`src/rtl/udma_spim_cmd_seq.sv`:
```
// uDMA SPI command sequencer: one-entry registered output stage plus hardware repeat loops.
// Commands recorded between RPT and RPT_END are replayed from a local buffer.
//
// state    | meaning
// S_PASS   | forward input words, watch for RPT
// S_RECORD | forward input words and store them in the loop buffer
// S_REPLAY | input stalled, loop buffer replayed remaining times
module udma_spim_cmd_seq #(
   parameter int         LOOP_DEPTH     = 8,
   parameter logic [3:0] RPT_OPCODE     = 4'hA,
   parameter logic [3:0] RPT_END_OPCODE = 4'hB
) (
   input  logic        clk_i,
   input  logic        rstn_i,
   input  logic [31:0] cmd_data_i,
   input  logic        cmd_valid_i,
   output logic        cmd_ready_o,
   output logic [31:0] udma_cmd_o,
   output logic        udma_cmd_valid_o,
   input  logic        udma_cmd_ready_i,
   input  logic        cfg_clr_i,
   output logic        busy_o,
   output logic        rpt_err_o
);

   localparam int PW = $clog2(LOOP_DEPTH);
   localparam int LW = PW + 1;

   typedef enum logic [1:0] {S_PASS, S_RECORD, S_REPLAY} state_t;

   state_t         state_q;
   logic [LW-1:0]  len_q;
   logic [PW-1:0]  rd_ptr_q;
   logic [15:0]    count_q;
   logic [15:0]    remaining_q;
   logic [31:0]    loop_buf [LOOP_DEPTH];

   logic [3:0] opcode;
   logic       slot_free;
   logic       accept;
   logic       is_rpt;
   logic       is_end;
   logic       buf_full;
   logic       rd_last;
   logic       buf_we;

   assign opcode      = cmd_data_i[31:28];
   assign is_rpt      = (opcode == RPT_OPCODE);
   assign is_end      = (opcode == RPT_END_OPCODE);
   assign slot_free   = ~udma_cmd_valid_o | udma_cmd_ready_i;
   assign cmd_ready_o = slot_free & (state_q != S_REPLAY) & ~cfg_clr_i;
   assign accept      = cmd_valid_i & cmd_ready_o;
   assign buf_full    = (len_q == LW'(LOOP_DEPTH));
   assign rd_last     = ({1'b0, rd_ptr_q} == (len_q - LW'(1)));
   assign buf_we      = accept & (state_q == S_RECORD) & ~is_rpt & ~is_end & ~buf_full;
   assign busy_o      = (state_q != S_PASS) | udma_cmd_valid_o;

   // Buffer needs no reset: len_q alone decides which entries are meaningful.
   always_ff @(posedge clk_i) begin
      if (buf_we) loop_buf[len_q[PW-1:0]] <= cmd_data_i;
   end

   always_ff @(posedge clk_i or negedge rstn_i) begin
      if (!rstn_i) begin
         state_q          <= S_PASS;
         len_q            <= '0;
         rd_ptr_q         <= '0;
         count_q          <= '0;
         remaining_q      <= '0;
         udma_cmd_o       <= '0;
         udma_cmd_valid_o <= 1'b0;
         rpt_err_o        <= 1'b0;
      end else if (cfg_clr_i) begin
         state_q          <= S_PASS;
         len_q            <= '0;
         rd_ptr_q         <= '0;
         remaining_q      <= '0;
         udma_cmd_valid_o <= 1'b0;
         rpt_err_o        <= 1'b0;
      end else begin
         // Drop valid once consumed; any load below overrides this.
         if (slot_free) udma_cmd_valid_o <= 1'b0;
         case (state_q)
            S_PASS: begin
               if (accept) begin
                  if (is_rpt) begin
                     count_q <= cmd_data_i[15:0];
                     len_q   <= '0;
                     state_q <= S_RECORD;
                  end else if (is_end) begin
                     rpt_err_o <= 1'b1;
                  end else begin
                     udma_cmd_o       <= cmd_data_i;
                     udma_cmd_valid_o <= 1'b1;
                  end
               end
            end
            S_RECORD: begin
               if (accept) begin
                  if (is_rpt) begin
                     rpt_err_o <= 1'b1;
                  end else if (is_end) begin
                     if (count_q <= 16'd1 || len_q == '0) begin
                        state_q <= S_PASS;
                     end else begin
                        remaining_q <= count_q - 16'd1;
                        rd_ptr_q    <= '0;
                        state_q     <= S_REPLAY;
                     end
                  end else begin
                     udma_cmd_o       <= cmd_data_i;
                     udma_cmd_valid_o <= 1'b1;
                     if (buf_full) begin
                        rpt_err_o <= 1'b1;
                        state_q   <= S_PASS;
                     end else begin
                        len_q <= len_q + LW'(1);
                     end
                  end
               end
            end
            S_REPLAY: begin
               if (slot_free) begin
                  udma_cmd_o       <= loop_buf[rd_ptr_q];
                  udma_cmd_valid_o <= 1'b1;
                  if (rd_last) begin
                     rd_ptr_q    <= '0;
                     remaining_q <= remaining_q - 16'd1;
                     if (remaining_q == 16'd1) state_q <= S_PASS;
                  end else begin
                     rd_ptr_q <= rd_ptr_q + PW'(1);
                  end
               end
            end
            default: state_q <= S_PASS;
         endcase
      end
   end

endmodule

```
`config.mk`:
```
export PLATFORM = sky130hd
export DESIGN_NAME = udma_spim_cmd_seq
export DESIGN_NICKNAME = d
export VERILOG_FILES = /design/src/rtl/udma_spim_cmd_seq.sv
export SDC_FILE = /design/constraint.sdc
export NUM_CORES = 1
export LEC_CHECK = 0
export BUFFER_PORTS_ARGS = -buffer_cell sky130_fd_sc_hd__buf_2
export CAP_MARGIN = 20
export CELL_PAD_IN_SITES_DETAIL_PLACEMENT = 0
export CELL_PAD_IN_SITES_GLOBAL_PLACEMENT = 1
export CORE_MARGIN = 3
export CORE_UTILIZATION = 47
export CTS_CLUSTER_DIAMETER = 120
export DETAILED_ROUTE_END_ITERATION = 6
export HOLD_SLACK_MARGIN = 0.03
export PLACE_DENSITY_LB_ADDON = 0.1
export SETUP_SLACK_MARGIN = 0.3
export SLEW_MARGIN = 20
export SYNTH_ARGS = -nofsm -noshare
export SYNTH_HDL_FRONTEND = slang
export SYNTH_SLANG_ARGS = --single-unit
```
`constraint.sdc`:
```
create_clock -name clk_i -period 4.6 [get_ports clk_i]
set_clock_uncertainty 0.2 [all_clocks]
set_input_delay 0.92 -clock clk_i [delete_from_list [all_inputs] [get_ports clk_i]]
set_output_delay 0.92 -clock clk_i [all_outputs]
set_load 0.01 [all_outputs]
```
==> impl_metrics.env <==
export IMPL_worst_setup_path_start_kind="register"
export IMPL_cp_top_family="simple AND/OR/NAND/NOR gates"
export IMPL_synthCells=900
export IMPL_synth_nets=944
export IMPL_syn_area_per_cell_um2=15.3
export IMPL_fp_dieW_um=177
export IMPL_drt_first_pass_iters=5
export IMPL_cts_setup_buffers=0
export IMPL_postLayoutCoreUtil_pct=55.1
export IMPL_grt_first_pass_wirelength_mm=48.0
export IMPL_path_buf_inv=2
export IMPL_netlist_top_cells_area="edfxtp_1, dfrtp_1, mux4_2"
export IMPL_antenna_left=0
export IMPL_clkTransAtPathRegs_ns=0.06
export IMPL_synth_top_area_share_pct=55.8
export IMPL_chipHeight_um=177
export IMPL_drive_above_1_share_pct=24.7
export IMPL_htreeDepth=2
export IMPL_first_global_vias=8297
export IMPL_cts_root_buffer="clkbuf_16"
export IMPL_rsz0062_at_grt="false"
export IMPL_vias=7998
export IMPL_synth_warnings=0
export IMPL_nets=1023
export IMPL_gr_total_overflow=0
export IMPL_cts_resized=0
export IMPL_cp_slowest_cell="dfrtp_1"
export IMPL_yosys_area_top_type="edfxtp_1"
export IMPL_required_ns=4.61
export IMPL_post_route_min_period_ns=3.48
export IMPL_total_power_mw=7.17
export IMPL_diodes=0
export IMPL_ys_types=60
export IMPL_slew_headroom_pct=30.1
export IMPL_ys_flop_type="edfxtp_1"
export IMPL_ys_seq_area_share_pct=69.4
export IMPL_busiest_layer="met2"
export IMPL_gp_congestion=0.858
export IMPL_numCtsBuffers=36
export IMPL_use_met1_pct=29.4
export IMPL_antenna_found_initial=0
export IMPL_initial_core_util_pct=47.9
export IMPL_drt_iter0_drc=637
export IMPL_place_ws_ns=0.884
export IMPL_cp_arrival_ns=3.49
export IMPL_use_met2_pct=31.7
export IMPL_fillers=2323
export IMPL_min_period_over_period_pct=75.7
export IMPL_crit_type="reg -> reg"
export IMPL_use_met3_pct=3.20
export IMPL_fin_ws_ns=1.12
export IMPL_hold_viol_final=0
export IMPL_path_cells="inv_1 -> ha_1 -> and3b_1 -> nor4_1 -> nand2_1 -> nor2_4 -> buf_4"
export IMPL_synth_edf_count=256
export IMPL_setup_viol=0
export IMPL_port_buffers=72
export IMPL_grt_max_degree=80
export IMPL_syn_to_final_growth_pct=15.1
export IMPL_grt_usage_pct=20.0
export IMPL_maxCapViolCount=0
export IMPL_mostFrequentLayoutCell="edfxtp_1"
export IMPL_wl_per_cell_um=22.0
export IMPL_drc=0
export IMPL_max_stage_delay_ns=0.60
export IMPL_dieArea_um2=31400
export IMPL_worst_pin_slew_ns=1.05
export IMPL_row_count=62
export IMPL_clockBufferDepth=3
export IMPL_whs_ns=0.260
export IMPL_report_final_slew_viol_count=0
export IMPL_clkLatencyLatePin_ns=0.51
export IMPL_synthArstFlopShare_pct=22.7
export IMPL_hold_path_class="in -> async"
export IMPL_leakage_nw=5.64
export IMPL_status="finished, final reports clean"
export IMPL_viasPerCell=5.75
export IMPL_drt_total_wl_mm=30.6
export IMPL_ios=73
export IMPL_clkSinkCount=331
export IMPL_fmax_mhz=287
export IMPL_path_max_fanout=17
export IMPL_final_cell_mix="edfxtp_1, nand2_1, dfrtp_1"
export IMPL_vdd_drop_max_uv=399
export IMPL_core_um2=28800
export IMPL_cts_tree="built"
export IMPL_end_kind="register"
export IMPL_tns_ns=0
export IMPL_hold_buffers=0
export IMPL_pwr_density_cell_nw_per_um2=452
export IMPL_netlist_area_um2=13800
export IMPL_ys_seq_elements=331
export IMPL_hpwl_mm=18.5
[Yosys cell counts (3+ instances only)]
cell type    n
ha_1         7
xor2_1       5
nand3_1      8
nand2_1    143
mux2_2      16
edfxtp_1   256
nand2b_1     7
nor2_1      20
clkbuf_1    19
dfrtp_1     75
o21ai_0     55
mux4_2      64
a22o_1       7
buf_1       13
nor2b_1      3
nor4_1       8
xnor2_1     10
or4_1        6
mux2i_1      3
buf_2       15
inv_1       12
a21oi_1     69
nand4_1      5
or3_1        5
o31ai_1      5
a32o_1       6
o211ai_1     3
nor3_1      15
[power by group]
group / leakage, nW / internal, mW / switching [mW]
logic: 1.75 / 0.296 / 0.431
clock network: 0.609 / 1.83 / 1.14
registers: 3.28 / 3.36 / 0.116
[layer usage]
metal	vias to the layer above	wire length (um)
met4	0	638
met5	-	0
met2	229	14500
met3	41	1530
met1	4098	13900
li1	3630	-
[registers in the layout (all words and copies together), names as in the netlist, 2 cells and up]
| signal | count |
|---|---|
| count_q | 16 |
| len_q | 4 |
| loop_buf | 256 |
| rd_ptr_q | 3 |
| remaining_q | 16 |
| state_q | 2 |
| udma_cmd_o | 32 |
[layout make-up]
class	count	area [um^2]	area share, %
clock inverters	20	239	1.51
inverters	12	45.0	0.284
well taps	384	480	3.03
clock buffers	46	1000	6.31
flip-flops and latches	331	9570	60.3
multi-input cells	508	4030	25.4
repair buffers	90	498	3.14
[cell families (layout without fill, tap and decap cells)]
family | count (synthesis) | count (layout) | share of synthesized area, %
buf+inv | 61 | 168 | 1.88
mux | 84 | 84 | 12.1
compound gates | 166 | 166 | 7.09
simple gates | 236 | 236 | 7.92
flops | 331 | 331 | 69.4
xor+xnor | 15 | 15 | 0.954
fa+ha+maj | 7 | 7 | 0.636
[through the flow]
step / cell area (um^2) / cells
2_1_floorplan: 13800 / 900
3_5_place_dp: 14600 / 1325
3_3_place_gp: 14600 / 1325
6_report: 15900 / 1391
4_1_cts: 15900 / 1391
5_1_grt: 15900 / 1391
[path summary, 6_finish.rpt]
kind                       slack (ns)  cells after the start           start               to
setup / recovery                 1.12                      7        len_q[1]  loop_buf[4][13]
hold / removal                   0.26                      1          rstn_i    udma_cmd_o[9]
setup reg to reg                 1.12                      7        len_q[1]  loop_buf[4][13]
hold reg to reg                  0.27                      2  udma_cmd_o[15]   udma_cmd_o[15]
max in group asynchronous        3.07                      2          rstn_i    udma_cmd_o[5]
min in group clk_i               0.27                      2  udma_cmd_o[15]   udma_cmd_o[15]
No activity file was read; power rests on OpenSTA's default activity.
